### config.mk
export PLATFORM = sky130hd
export DESIGN_NAME = flex_counter
export DESIGN_NICKNAME = d
export VERILOG_FILES = /design/src/rtl/flex_counter.sv
export SDC_FILE = /design/constraint.sdc
export NUM_CORES = 1
export LEC_CHECK = 0
export ABC_CLOCK_PERIOD_IN_PS = 2400
export BUFFER_PORTS_ARGS = -buffer_cell sky130_fd_sc_hd__buf_2
export CAP_MARGIN = 20
export CORE_MARGIN = 3
export CORE_UTILIZATION = 40
export DETAILED_ROUTE_END_ITERATION = 10
export PLACE_DENSITY = 0.59
export SLEW_MARGIN = 20
export SYNTH_ARGS = -nofsm -noshare
export SYNTH_HDL_FRONTEND = slang
export SYNTH_SLANG_ARGS = --single-unit
### constraint.sdc
create_clock -name CLK -period 2.4 [get_ports CLK]
set_input_delay 0.48 -clock CLK [delete_from_list [all_inputs] [get_ports CLK]]
set_output_delay 0.48 -clock CLK [all_outputs]
set_load 0.03 [all_outputs]
### src/rtl/flex_counter.sv
// Programmable-rollover up-counter with a registered rollover flag; the count wraps to 1, not 0.
// Optional FLEX_COUNTER_WRAP_CNT_EN adds a saturating 16-bit wrap counter and a one-cycle wrap pulse.
module flex_counter #(
    parameter int NUM_CNT_BITS = 4
) (
    input  logic                    CLK,
    input  logic                    RST,
    input  logic                    clear,
    input  logic                    count_enable,
    input  logic [NUM_CNT_BITS-1:0] rollover_val,
    output logic [NUM_CNT_BITS-1:0] count_out,
    output logic                    rollover_flag
`ifdef FLEX_COUNTER_WRAP_CNT_EN
    ,
    output logic [15:0]             wrap_count,
    output logic                    wrap_pulse
`endif
);

    localparam logic [NUM_CNT_BITS-1:0] ONE = NUM_CNT_BITS'(1);

    logic [NUM_CNT_BITS-1:0] count_q, count_d;
    logic                    flag_q, flag_d;
    logic [NUM_CNT_BITS-1:0] next_count;

    always_comb begin
        next_count = count_q;
        if (count_enable) begin
            // A zero terminal value parks the counter at 0.
            if (rollover_val == '0)
                next_count = '0;
            else if (count_q >= rollover_val)
                next_count = ONE;
            else
                next_count = count_q + ONE;
        end
        count_d = next_count;
        flag_d  = (next_count == rollover_val) && (rollover_val != '0);
        if (clear) begin
            count_d = '0;
            flag_d  = 1'b0;
        end
    end

    always_ff @(posedge CLK) begin
        if (RST) begin
            count_q <= '0;
            flag_q  <= 1'b0;
        end else begin
            count_q <= count_d;
            flag_q  <= flag_d;
        end
    end

    assign count_out     = count_q;
    assign rollover_flag = flag_q;

`ifdef FLEX_COUNTER_WRAP_CNT_EN
    logic        wrap_event;
    logic [15:0] wrap_cnt_q, wrap_cnt_d;
    logic        wrap_pulse_q, wrap_pulse_d;

    always_comb begin
        wrap_event   = count_enable && (rollover_val != '0) && (count_q >= rollover_val);
        wrap_cnt_d   = wrap_cnt_q;
        wrap_pulse_d = 1'b0;
        if (clear) begin
            wrap_cnt_d = '0;
        end else if (wrap_event) begin
            wrap_pulse_d = 1'b1;
            if (wrap_cnt_q != 16'hFFFF)
                wrap_cnt_d = wrap_cnt_q + 16'd1;
        end
    end

    always_ff @(posedge CLK) begin
        if (RST) begin
            wrap_cnt_q   <= '0;
            wrap_pulse_q <= 1'b0;
        end else begin
            wrap_cnt_q   <= wrap_cnt_d;
            wrap_pulse_q <= wrap_pulse_d;
        end
    end

    assign wrap_count = wrap_cnt_q;
    assign wrap_pulse = wrap_pulse_q;
`endif

endmodule

; ---- Word level (Yosys, flattened, before mapping)
; Index checks and enable logic that the tools add are counted.
[totals]
in_bits = 8
elab_cells = 12
output_inout_bits = 5
regBits = 5
[op_classes]
reduce_logical = 4
muxes = 3
n_addsub = 1
order_cmp = 1
n_eq_ne = 1
[ops]
columns = cell, count
row1 = two-way mux 4 bit, 3
row2 = adder 4 x 1 -> 4 bit (second input constant), 1
row3 = equality test 4 bit, 1
row4 = greater-or-equal comparator 4 bit, 1
row5 = logical NOT 4 bit, 1
row6 = nonzero test 4 bit, 1
row7 = OR reduction 2 bit, 1
row8 = logical AND 1 bit, 1

; ---- Longest topological paths before layout
[logic_depth]
word_depth = 6
ltp_mapped = 8
ltp_nobuf = 7

; ---- Least setup slack after synthesis
; OpenSTA, ideal clock, no wires.
[synth_timing]
path_kind = flip-flop to flip-flop
from = register count_q[0] (netlist: count_out[0])
to = register flag_q (netlist: rollover_flag)
path_buffers = 0
arrival_ps = 2040
setup_time_ps = 117
stages_incl_launch_ff = 8
required_ps = 2283
period_less_slack_ps = 2157
setup_slack_ps = 243
path_cell_list = dfxtp_1 > inv_1 > ha_1 > nor3b_2 > o21ai_4 > nor4_1 > o2bb2ai_1 > and4bb_1
[synth_between]
elab_chain_cells = 6
word_cells_on_any_way = 7
classes_between = add/sub: 1 / order compare: 1 / eq/ne: 1 / mux: 3 / reduce/logical: 1
[synth_lines]
columns = item, line_no
row1 = start: declaration, 22  ; logic [NUM_CNT_BITS-1:0] count_q, count_d;
row2 = start signal: assignment, 50  ; count_q <= count_d;
row3 = adder 4 x 1 -> 4 bit / greater-or-equal comparator 4 bit (equally long branches), "35, 32"
row4 = two-way mux 4 bit, 32  ; else if (count_q >= rollover_val)
row5 = two-way mux 4 bit, 30  ; if (rollover_val == '0)
row6 = two-way mux 4 bit *, 28  ; if (count_enable) begin
row7 = equality test 4 bit *, 38  ; flag_d = (next_count == rollover_val) && (rollover_val != '0);
row8 = logical AND 1 bit *, 38
row9 = end signal: assignment, 51  ; flag_q <= flag_d;
row10 = end: declaration, 23  ; logic flag_q, flag_d;
; Mark *: on every way between the ends. The rest lies on a longest branch, timed or not.
; A chain may end at the register's enable or synchronous reset.

; ---- Worst setup path in the final report
[layout_timing]
from = input rollover_val[3]
to = register flag_q (netlist: rollover_flag)
[layout_between]
elab_chain_cells = 6
word_cells_on_any_way = 8
classes_between = order compare: 1 / eq/ne: 1 / mux: 3 / reduce/logical: 3
[layout_lines]
columns = item, line_no
row1 = start: declaration, 10  ; input logic [NUM_CNT_BITS-1:0] rollover_val,
row2 = greater-or-equal comparator 4 bit, 32
row3 = two-way mux 4 bit, 32
row4 = two-way mux 4 bit, 30
row5 = two-way mux 4 bit, 28
row6 = equality test 4 bit, 38
row7 = logical AND 1 bit *, 38
; Marks and branches as above.

==> impl_metrics.py <==
metrics = {
    "global_route": {
        "grt_start_max_net_pins": 17,
        "grtUsageTotal": 0.1609,
        "number_of_global_route_vias_before_repair": 547,
        "residual_overflow_from_global_routing": 0,
        "initial_antenna_violation_count": 0,
        "global_route_wire_length_before_repair_um": 2380,
    },
    "cts": {
        "tritoncts": "built",
        "ctsLongestPathBuffers": 2,
        "clock-sinks": 5,
        "clock_tree.root_cell": "sky130_fd_sc_hd__clkbuf_4",
        "holdBufCountCts": 0,
        "clock_latency_of_the_later_clocked_register_in_the_worst_skew_pair_ns": 0.24,
        "htree_levels": 1,
        "post_cts_resized": 0,
        "cts_inserted_buffers": 3,
        "post_cts.repair.setup_buffers": 0,
        "clk_transition_reported_paths_ns": 0.04,
    },
    "die": {
        "design.core.area_um2": 1216,
        "top_level_ports": 13,
        "row_count": 12,
        "floorplan.die.height_um": 43.69,
        "die_width_um": 43.69,
        "initial_core_util": 0.4671,
        "full_die_area_um2": 1908,
    },
    "synth": {
        "synth_area_um2": 568.0,
        "synth.distinct_cells": 37,
        "synthCells": 67,
        "synth_seq_area_share": 0.1762,
        "synth.ff_latch_count": 5,
        "post_synthesis_net_count": 80,
        "synth_area_per_cell_um2": 8.478,
        "synthesis.yosys.warnings": 0,
    },
    "cells_and_area": {
        "area_growth_pct": 20.70,
        "filler_cell_count": 118,
        "design.final.nets": 99,
        "drive_gt1_frac": 0.3059,
        "antenna_cells": 0,
    },
    "sta": {
        "clock_skew_ns": 0.001956,
        "clock.fmax_ghz": 0.4970,
        "max_slew_margin": 0.7164,
        "tightest_slew_ns": 0.4222,
        "final.hold.worst_slack_ns": 0.4467,
        "layout_min_cycle_time_ns": 2.012,
        "timing.final.max_slew_violations": 0,
        "totalNegativeSetupSlack_ns": 0,
        "hold_violations": 0,
        "final-setup-viol-count": 0,
        "grt_setup_unrepaired": "false",
        "finalCritPeriodShare": 0.8384,
    },
    "routing": {
        "drt_pre_antenna_iters": 4,
        "drc": 0,
        "drtIter0Drc": 14,
        "final_antenna_net_count": 0,
        "wl_per_cell_um": 14.12,
        "post_drt_via_cell_ratio": 5.737,
        "dr_total_vias": 568,
        "routed_wirelength_um": 1398,
    },
    "job": {
        "timing.max_cap.violations": 0,
    },
    "status": {
        "status": "finished, final reports clean",
    },
    "power": {
        "cellLeakagePower_nw": 0.3235,
        "vdd_drop_max_v": 0.0002731,
        "power.density_cell_area_nw_per_um2": 362.2,
    },
    "place": {
        "numPortBuffers": 12,
        "hpwl_um": 1104,
        "finalWeightedCongestion": 0.7918,
    },
    "setup_path": {
        "startpoint_class_of_the_critical_path": "primary input",
        "timing.critical_path.from": "rollover_val[3]",
        "reg2reg_start": "count_out[0]",
        "crit_arrival_ns": 2.19,
        "critPathKind": "primary input to flop",
        "worstPathMaxFanout": 8,
        "worst_setup_path_end_kind": "flop",
        "critPathRequiredTime_ns": 2.58,
    },
    "worst_hold_path": {
        "timing.hold.worst.start": "RST",
        "hold_class": "primary input to flop",
    },
}
## cell usage after synthesis (all sizes together)
| cell type | instances | area share |
|---|---|---|
| and3 | 3 | 0.035 |
| nand3b | 1 | 0.013 |
| and3b | 1 | 0.015 |
| nor2 | 4 | 0.026 |
| o31ai | 1 | 0.013 |
| nand2b | 1 | 0.011 |
| nor4 | 4 | 0.081 |
| xor2 | 2 | 0.031 |
| a221oi | 1 | 0.015 |
| nand2 | 3 | 0.020 |
| mux2i | 3 | 0.053 |
| o21ai | 2 | 0.037 |
| o22ai | 1 | 0.011 |
| a21oi | 3 | 0.026 |
| and4bb | 1 | 0.022 |
| nor2b | 2 | 0.022 |
| o211ai | 1 | 0.022 |
| nand4 | 1 | 0.011 |
| o2bb2ai | 1 | 0.015 |
| or2 | 1 | 0.011 |
| a2bb2oi | 1 | 0.015 |
| nor3b | 1 | 0.022 |
| o21a | 1 | 0.013 |
| a31oi | 2 | 0.022 |
| ha | 5 | 0.11 |
| inv | 6 | 0.040 |
| a221o | 1 | 0.018 |
| dfxtp | 5 | 0.18 |
| nor3 | 5 | 0.053 |
| buf | 2 | 0.029 |
| nand3 | 1 | 0.0088 |
## cell type report
cell class | instances | area [µm²] | share of cell area
Inverter | 6 | 22.52 | 0.03285
Tap cell | 14 | 17.52 | 0.02555
Clock buffer | 4 | 26.28 | 0.03832
Sequential cell | 5 | 100.1 | 0.1460
Timing Repair Buffer | 16 | 90.09 | 0.1314
Multi-Input combinational cell | 54 | 429.2 | 0.6259
## metal layers
metal	track usage	wire [µm]
met2	0.2384	618
met1	0.2236	690
met5	0	0
met4	0.01807	0
met3	0.06639	89
## state kept, by name, summed over array words and instances, names as in the netlist
signal	cells
rollover_flag	1
count_out	4
## cells in the final DEF, fill, tap and decap left out, types with 3 or more instances in the layout
cell type / count
sky130_fd_sc_hd__dfxtp_1: 5
sky130_fd_sc_hd__ha_1: 5
sky130_fd_sc_hd__nand2_1: 3
sky130_fd_sc_hd__inv_1: 6
sky130_fd_sc_hd__buf_2: 12
sky130_fd_sc_hd__nor3_1: 4
sky130_fd_sc_hd__buf_4: 4
sky130_fd_sc_hd__a21oi_1: 3
sky130_fd_sc_hd__clkbuf_4: 3
sky130_fd_sc_hd__mux2i_1: 3
sky130_fd_sc_hd__nor2_1: 4
## stage by stage
| stage | power [mW] | std cells | util | cell area, µm² | setup slack [ns] |
|---|---|---|---|---|---|
| after floorplan | 0.1294 | 67 | - | 568.0 | 0.2426 |
| after global placement | 0.1529 | 95 | 0.5422 | 659.4 | 0.1597 |
| after detailed placement | 0.1526 | 95 | 0.5422 | 659.4 | 0.1383 |
| after CTS | 0.2522 | 99 | 0.5638 | 685.7 | 0.3970 |
| after global routing | 0.2667 | 99 | 0.5638 | 685.7 | 0.2740 |
| final | 0.2484 | 99 | 0.5638 | 685.7 | 0.3878 |
## power by group
part / total [mW] / internal, mW / switching (mW)
Combinational: 0.0668 / 0.0272 / 0.0395
Sequential: 0.0854 / 0.0848 / 0.000644
Clock: 0.0962 / 0.0628 / 0.0334
Total: 0.248 / 0.175 / 0.0736
## logic make-up (layout without fill, tap and decap cells)
logic type                 after synthesis  count (layout)  synth area share
AOI/OAI and AO/OA                       15              15            0.2093
DFF                                      5               5            0.1762
buffers and inverters                    8              26           0.06827
adders and majority gates                5               5            0.1101
muxes                                    3               3           0.05287
xor gates and xnor gates                 2               2           0.03084
and+or+nand+nor                         29              29            0.3524
## path summary, 6_finish.rpt
check,depth (start not counted),slack [ns],to
max,8,0.39,rollover_flag
min,2,0.45,count_out[1]
max reg2reg,7,0.46,rollover_flag
min reg2reg,2,0.66,count_out[2]
## worst max-delay path, stage by stage
cell and delay [ns]:
sky130_fd_sc_hd__buf_2 0.13, sky130_fd_sc_hd__inv_1 0.09, sky130_fd_sc_hd__ha_1 0.33, sky130_fd_sc_hd__a21oi_1 0.23
sky130_fd_sc_hd__o21ai_4 0.14, sky130_fd_sc_hd__nor4_2 0.35, sky130_fd_sc_hd__mux2i_1 0.24, sky130_fd_sc_hd__and4bb_1 0.20
(Power assumes the default switching activity.)
